**config.mk**
```make
export PLATFORM = sky130hd
export DESIGN_NAME = vga_pattern_gen
export DESIGN_NICKNAME = d
export VERILOG_FILES = /design/src/rtl/vga_pattern_pkg.sv /design/src/rtl/vga_box_anim.sv /design/src/rtl/vga_pattern_gen.sv
export SDC_FILE = /design/constraint.sdc
export NUM_CORES = 1
export LEC_CHECK = 0
export CAP_MARGIN = 10
export CORE_ASPECT_RATIO = 0.75
export CORE_MARGIN = 2
export CORE_UTILIZATION = 51
export DETAILED_ROUTE_END_ITERATION = 8
export PLACE_DENSITY = 0.77
export SYNTH_ARGS = -nofsm -noshare
export SYNTH_HDL_FRONTEND = slang
export SYNTH_SLANG_ARGS = --single-unit
```
**constraint.sdc**
```tcl
create_clock -name clk_25m -period 3 [get_ports clk_25m]
set_input_delay 0.45 -clock clk_25m [delete_from_list [all_inputs] [get_ports clk_25m]]
set_output_delay 0.45 -clock clk_25m [all_outputs]
set_load 0.01 [all_outputs]
```
**src/rtl/vga_pattern_pkg.sv**
```systemverilog
// Shared constants and helpers for the VGA test-pattern source.
// Provides pattern mode codes, RGB888 colours and the bar colour lookup.
package vga_pattern_pkg;

   localparam logic [1:0] MODE_BARS  = 2'd0;
   localparam logic [1:0] MODE_RAMP  = 2'd1;
   localparam logic [1:0] MODE_CHECK = 2'd2;
   localparam logic [1:0] MODE_BOX   = 2'd3;

   localparam logic [23:0] C_WHITE   = 24'hffffff;
   localparam logic [23:0] C_YELLOW  = 24'hffff00;
   localparam logic [23:0] C_CYAN    = 24'h00ffff;
   localparam logic [23:0] C_GREEN   = 24'h00ff00;
   localparam logic [23:0] C_MAGENTA = 24'hff00ff;
   localparam logic [23:0] C_RED     = 24'hff0000;
   localparam logic [23:0] C_BLUE    = 24'h0000ff;
   localparam logic [23:0] C_BLACK   = 24'h000000;

   typedef enum logic {
      DIR_INC,
      DIR_DEC
   } dir_t;

   function automatic logic [23:0] bar_colour(
      input logic [2:0] idx
   );
      logic [23:0] c;
      case (idx)
         3'd0:    c = C_WHITE;
         3'd1:    c = C_YELLOW;
         3'd2:    c = C_CYAN;
         3'd3:    c = C_GREEN;
         3'd4:    c = C_MAGENTA;
         3'd5:    c = C_RED;
         3'd6:    c = C_BLUE;
         default: c = C_BLACK;
      endcase
      return c;
   endfunction

endpackage

```
**src/rtl/vga_box_anim.sv**
```systemverilog
// Bouncing box position, stepped once per frame_tick.
// Ports: clk_25m, rst_n, frame_tick in; box_x, box_y (12b) out.
module vga_box_anim #(
   parameter int H_DISP   = 640,
   parameter int V_DISP   = 480,
   parameter int BOX_SIZE = 32
) (
   input  logic        clk_25m,
   input  logic        rst_n,
   input  logic        frame_tick,
   output logic [11:0] box_x,
   output logic [11:0] box_y
);
   import vga_pattern_pkg::*;

   localparam logic [11:0] X_MAX = 12'(H_DISP - BOX_SIZE);
   localparam logic [11:0] Y_MAX = 12'(V_DISP - BOX_SIZE);

   dir_t x_dir;
   dir_t y_dir;

   // At a limit the direction flips and the box already moves back
   // in the same update, so it never sits still for a frame.
   always_ff @(posedge clk_25m or negedge rst_n) begin
      if (!rst_n) begin
         box_x <= '0;
         box_y <= '0;
         x_dir <= DIR_INC;
         y_dir <= DIR_INC;
      end else if (frame_tick) begin
         unique case (x_dir)
            DIR_INC:
               if (box_x == X_MAX) begin
                  x_dir <= DIR_DEC;
                  box_x <= box_x - 12'd1;
               end else begin
                  box_x <= box_x + 12'd1;
               end
            DIR_DEC:
               if (box_x == 12'd0) begin
                  x_dir <= DIR_INC;
                  box_x <= box_x + 12'd1;
               end else begin
                  box_x <= box_x - 12'd1;
               end
         endcase
         unique case (y_dir)
            DIR_INC:
               if (box_y == Y_MAX) begin
                  y_dir <= DIR_DEC;
                  box_y <= box_y - 12'd1;
               end else begin
                  box_y <= box_y + 12'd1;
               end
            DIR_DEC:
               if (box_y == 12'd0) begin
                  y_dir <= DIR_INC;
                  box_y <= box_y + 12'd1;
               end else begin
                  box_y <= box_y - 12'd1;
               end
         endcase
      end
   end

endmodule

```
**src/rtl/vga_pattern_gen.sv**
```systemverilog
// Test-pattern source feeding the VGA timing driver; registered RGB888
// one clock after the look-ahead request. Optional macro:
// VGA_AUTO_CYCLE_EN (advance pattern every AUTO_FRAMES frames).
// Ports: clk_25m, rst_n, vga_request, vga_xpos, vga_ypos, mode_next in;
//        vga_data (24b), mode (2b), frame_tick out.
module vga_pattern_gen #(
   parameter int H_DISP      = 640,
   parameter int V_DISP      = 480,
   parameter int BOX_SIZE    = 32,
   parameter int AUTO_FRAMES = 120
) (
   input  logic        clk_25m,
   input  logic        rst_n,
   input  logic        vga_request,
   input  logic [11:0] vga_xpos,
   input  logic [11:0] vga_ypos,
   input  logic        mode_next,
   output logic [23:0] vga_data,
   output logic [1:0]  mode,
   output logic        frame_tick
);
   import vga_pattern_pkg::*;

   localparam logic [11:0] X_LAST = 12'(H_DISP - 1);
   localparam logic [11:0] Y_LAST = 12'(V_DISP - 1);
   localparam logic [11:0] BAR_W  = 12'(H_DISP / 8);
   localparam logic [11:0] BOX_W  = 12'(BOX_SIZE);

   logic        pending;
   logic        frame_end;
   logic        manual;
   logic        adv;
   logic [11:0] box_x;
   logic [11:0] box_y;
   logic [11:0] bar_q;
   logic [2:0]  bar_idx;
   logic        in_box;
   logic [23:0] pix;

   assign frame_end = vga_request
                    && (vga_xpos == X_LAST)
                    && (vga_ypos == Y_LAST);

   assign manual = pending | mode_next;

`ifdef VGA_AUTO_CYCLE_EN
   localparam int CW = $clog2(AUTO_FRAMES + 1);

   logic [CW-1:0] auto_cnt;
   logic          auto_hit;

   assign auto_hit = (auto_cnt == CW'(AUTO_FRAMES - 1));
   assign adv      = frame_tick & (manual | auto_hit);

   // Any advance, manual or automatic, restarts the frame count.
   always_ff @(posedge clk_25m or negedge rst_n) begin
      if (!rst_n) begin
         auto_cnt <= '0;
      end else if (frame_tick) begin
         if (adv) auto_cnt <= '0;
         else     auto_cnt <= auto_cnt + 1'b1;
      end
   end
`else
   logic unused_auto;
   assign unused_auto = ^AUTO_FRAMES;
   assign adv         = frame_tick & manual;
`endif

   // Requests are latched and only honoured on the frame_tick cycle
   // so the pattern never changes mid-frame.
   always_ff @(posedge clk_25m or negedge rst_n) begin
      if (!rst_n) begin
         mode       <= MODE_BARS;
         pending    <= 1'b0;
         frame_tick <= 1'b0;
      end else begin
         frame_tick <= frame_end;
         if (adv) mode <= mode + 2'd1;
         if (frame_tick)     pending <= 1'b0;
         else if (mode_next) pending <= 1'b1;
      end
   end

   vga_box_anim #(
      .H_DISP   (H_DISP),
      .V_DISP   (V_DISP),
      .BOX_SIZE (BOX_SIZE)
   ) u_box (
      .clk_25m    (clk_25m),
      .rst_n      (rst_n),
      .frame_tick (frame_tick),
      .box_x      (box_x),
      .box_y      (box_y)
   );

   assign bar_q   = vga_xpos / BAR_W;
   assign bar_idx = (bar_q > 12'd7) ? 3'd7 : bar_q[2:0];

   assign in_box = (vga_xpos >= box_x)
                && (vga_xpos <  box_x + BOX_W)
                && (vga_ypos >= box_y)
                && (vga_ypos <  box_y + BOX_W);

   always_comb begin
      pix = C_BLACK;
      unique case (1'b1)
         (mode == MODE_BARS):
            pix = bar_colour(bar_idx);
         (mode == MODE_RAMP):
            pix = {3{vga_xpos[9:2]}};
         (mode == MODE_CHECK):
            pix = (vga_xpos[5] ^ vga_ypos[5]) ? C_WHITE : C_BLACK;
         (mode == MODE_BOX):
            pix = in_box ? C_RED : C_BLUE;
         default:
            pix = C_BLACK;
      endcase
   end

   always_ff @(posedge clk_25m or negedge rst_n) begin
      if (!rst_n) vga_data <= C_BLACK;
      else        vga_data <= vga_request ? pix : C_BLACK;
   end

endmodule

```
==> flow_summary_export.csv <==
group,metric,value,unit
sta,timing.final.crit_share,94.7,%
clock_tree,hold_buffers,0,
synthesis,syn-num-nets,561,
clock_tree,cts_inserted_buffers,5,
pwr,power.ir.vdd_worst,0.246,mV
sta,fin_worst_skew,0.00518,ns
finish,fillCellCount,654,
global_routing,grt_first_pass_wirelength,19300,microns
sta,layout_setup_ws,0.158,ns
global_routing,pin_count_of_the_biggest_net_entering_global_routing,55,
route,drcViolationCount,0,
synthesis,dominant_cell_by_count_in_the_synthesized_netlist,"sky130_fd_sc_hd__dfrtp_1",
synthesis,netlist_top_cells_area,"sky130_fd_sc_hd__dfrtp_1 31%, sky130_fd_sc_hd__ha_1 15%, sky130_fd_sc_hd__xnor2_1 6.7%",
finish,num_antenna_cells,0,
pwr,power_switching,0.471,mW
synthesis,share_of_synthesized_registers_carrying_an_async_set_or_reset,100,%
synthesis,synthesis.instances,481,
pwr,power.density_cell_area,306,nW/um^2
sta,period_needed,2.84,ns
die,fp.dieArea,9200,sq um
sta,setup_violations,0,
clock_tree,cts-root-buf,"sky130_fd_sc_hd__clkbuf_16",
die,die_h,83.6,microns
global_routing,grt_overflow_total,0,
die,num_io_pins,55,
clock_tree,cts.sinks,54,
finish,fin_cells,671,
sta,fin_hold_ws,0.269,ns
synthesis,avgSynthCellArea,8.95,sq um
sta,maxClockFrequency,352,MHz
route,routed_wire_length_per_instance,18.0,microns
global_routing,grt.total_usage,26.5,%
route,postRouteAntennaNets,0,
die,core.rowCount,28,
clock_tree,clk-insertion-delay-late,0.30,ns
synthesis,count_of_flip_flops_with_a_built_in_enable_after_synthesis,0,
route,routed_wl,12100,microns
global_routing,initial_antenna_violation_count,0,
sta,final_max_slew_viol_count,0,
setup_path,worst_setup_path_start_kind,"flop",
sta,final-hold-violation-count,0,
synthesis,synth_area,4310,sq um
pwr,power.internal,1.20,mW
synthesis,ranking_of_synthesized_cells_by_instance_count,"54 x sky130_fd_sc_hd__dfrtp_1, 52 x sky130_fd_sc_hd__ha_1, 36 x sky130_fd_sc_hd__inv_1",
clock_tree,cts.htree.levels,2,
route,dr.first_iter.drc_count,400,
place,gp_congestion,0.908,
synthesis,synth-seq-cells,54,
route,route.detailed.vias_per_inst,6.01,
die,core_region_area,8060,sq um
finish,drive_above_1_share,14.8,%
setup_path,worstPathMaxFanout,8,
place,place_area,5180,sq um
pwr,pwr-share-comb,18.2,%
finish,postLayoutCellArea,5470,sq um
synthesis,synthFlopType,"sky130_fd_sc_hd__dfrtp_1",
clock_tree,clock_tree.buffer_depth,2,
place,detailed_place_hpwl,9060,microns
sta,worst_slew_pin_slew,0.703,ns
finish,area_grow_syn2layout,27.1,%
setup_path,setup.worst_path.end_class,"flop",
flow_run,cap_violations,0,
synthesis,synth.lib_cells_used.distinct,62,
route,detail_route.first_pass.iterations,5,
setup_path,required,3.22,ns
place,placed_cells,659,
pwr,power.leakage,2.31,nW
die,start_util,53.4,%
pwr,clockPowerShare,37.6,%
status,run_status,"complete, no violations",
route,vias,4032,
finish,multi_input_combinational_cell_area,2800,sq um
pwr,p_sw_share,28.1,%
global_routing,number_of_global_route_vias_before_repair,3884,
finish,register_area,1350,sq um
finish,fin_nets,645,
hold_path,min-delay-path-class,"in2async",
die,die_w,110,microns
setup_path,path_type_of_the_worst_setup_path,"reg2reg",
synthesis,synth_top_cell_by_area,"sky130_fd_sc_hd__dfrtp_1",
place,count_of_port_buffers_added_during_placement,54,
synthesis,ys_warn_count,0,
sta,maxSlewHeadroom,53.1,%
clock_tree,tritoncts,"yes",
synthesis,synth.top_cell.area_share,31.4,%
synthesis,yosysSeqAreaShare,31.4,%
setup_path,worstPathArrival,3.06,ns
clock_tree,clk_pin_slew_worst_paths,0.08,ns
place,dpl_worst_slack,-0.171,ns
pwr,share_of_total_power_in_sequential_cells,44.2,%
==> placed cells by master (no fill, tap or decap), types with 14 or more instances in the layout <==
| cell type | count |
|---|---|
| sky130_fd_sc_hd__dfrtp_1 | 54 |
| sky130_fd_sc_hd__clkdlybuf4s50_1 | 53 |
| sky130_fd_sc_hd__ha_1 | 51 |
| sky130_fd_sc_hd__buf_4 | 47 |
| sky130_fd_sc_hd__inv_1 | 36 |
| sky130_fd_sc_hd__nand2_1 | 35 |
| sky130_fd_sc_hd__xnor2_1 | 33 |
| sky130_fd_sc_hd__a21oi_1 | 30 |
| sky130_fd_sc_hd__o21ai_0 | 21 |
| sky130_fd_sc_hd__a31oi_1 | 19 |
| sky130_fd_sc_hd__nor2_1 | 18 |
| sky130_fd_sc_hd__nand3_1 | 16 |
| sky130_fd_sc_hd__nor3_1 | 14 |
==> timing repair <==
item | in CTS | in global routing
gates resized for setup | 3 | 15
buffers inserted | 1 | 3
pin swaps | 1 | 9
endpoints found under the setup margin | 16 | 16
==> worst max-delay path: stages (launching register included) <==
cell                      delay, ns
sky130_fd_sc_hd__dfrtp_1       0.39
sky130_fd_sc_hd__buf_4         0.12
sky130_fd_sc_hd__buf_4         0.13
sky130_fd_sc_hd__and2_4        0.16
sky130_fd_sc_hd__nand4_1       0.12
sky130_fd_sc_hd__xnor2_1       0.16
sky130_fd_sc_hd__ha_1          0.18
sky130_fd_sc_hd__a211o_1       0.30
sky130_fd_sc_hd__a21oi_2       0.10
sky130_fd_sc_hd__o21ai_0       0.09
sky130_fd_sc_hd__or3_4         0.38
sky130_fd_sc_hd__nor4_4        0.19
sky130_fd_sc_hd__nand2_1       0.11
sky130_fd_sc_hd__buf_6         0.16
sky130_fd_sc_hd__a31oi_4       0.16
==> worst paths after layout <==
path,to,slack [ns],cells past startpoint,start
worst max-delay path,vga_data[17],0.16,14,u_box.box_x[5]
worst min-delay path,u_box.box_y[8],0.27,2,rst_n
worst max register to register,vga_data[17],0.16,14,u_box.box_x[5]
worst min register to register,pending,0.51,2,pending
max in group asynchronous,vga_data[11],2.25,2,rst_n
min in group clk_25m,pending,0.51,2,pending
==> final cells by class <==
class                           count  share of cell area, %
Clock buffer                        5                   2.29
Clock inverter                      3                  0.526
Inverter                           37                   2.54
Multi-Input combinational cell    365                   51.1
Sequential cell                    54                   24.7
Tap cell                          105                   2.40
Timing Repair Buffer              102                   16.4
==> power by group through the flow <==
stage	clock network (mW)	logic [mW]	registers (mW)
global route	0.672	0.331	0.741
floorplan	0	0.140	0.760
detailed placement	0	0.290	0.755
global placement	0	0.283	0.755
finish	0.629	0.304	0.741
CTS	0.629	0.294	0.740
==> metal layers <==
metal | GRT usage, % | part of all wire [%] | up-vias | routed length (microns)
li1 | - | - | 1904 | -
met1 | 38.4 | 45 | 1927 | 5450
met2 | 41.6 | 45 | 184 | 5440
met3 | 5.23 | 8.8 | 17 | 1070
met4 | 3.98 | 0.94 | 0 | 113
met5 | 0 | 0 | - | 0
==> sequential cells by signal, summed over array words and instances, names as in the netlist <==
| register | count |
|---|---|
| frame_tick | 1 |
| mode | 2 |
| pending | 1 |
| u_box.box_x | 12 |
| u_box.box_y | 12 |
| u_box.x_dir | 1 |
| u_box.y_dir | 1 |
| vga_data | 24 |
==> stage by stage <==
| stage | util (%) | power (mW) | TNS (ns) |
|---|---|---|---|
| finish | 67.9 | 1.67 | 0 |
| global route | 67.9 | 1.74 | -0.00451 |
| CTS | 66.5 | 1.66 | 0 |
| detailed placement | 64.3 | 1.05 | -2.18 |
| global placement | 64.3 | 1.04 | -0.313 |
| floorplan | - | 0.901 | 0 |
==> logic make-up after synthesis <==
group	count (synthesis)	synth area share [%]
fa+ha+maj	53	15.4
xor+xnor	37	7.52
mux	5	1.22
compound gates	117	18.7
buf+inv	62	6.25
simple gates	153	19.6
flops	54	31.4
(Power assumes the default switching activity.)
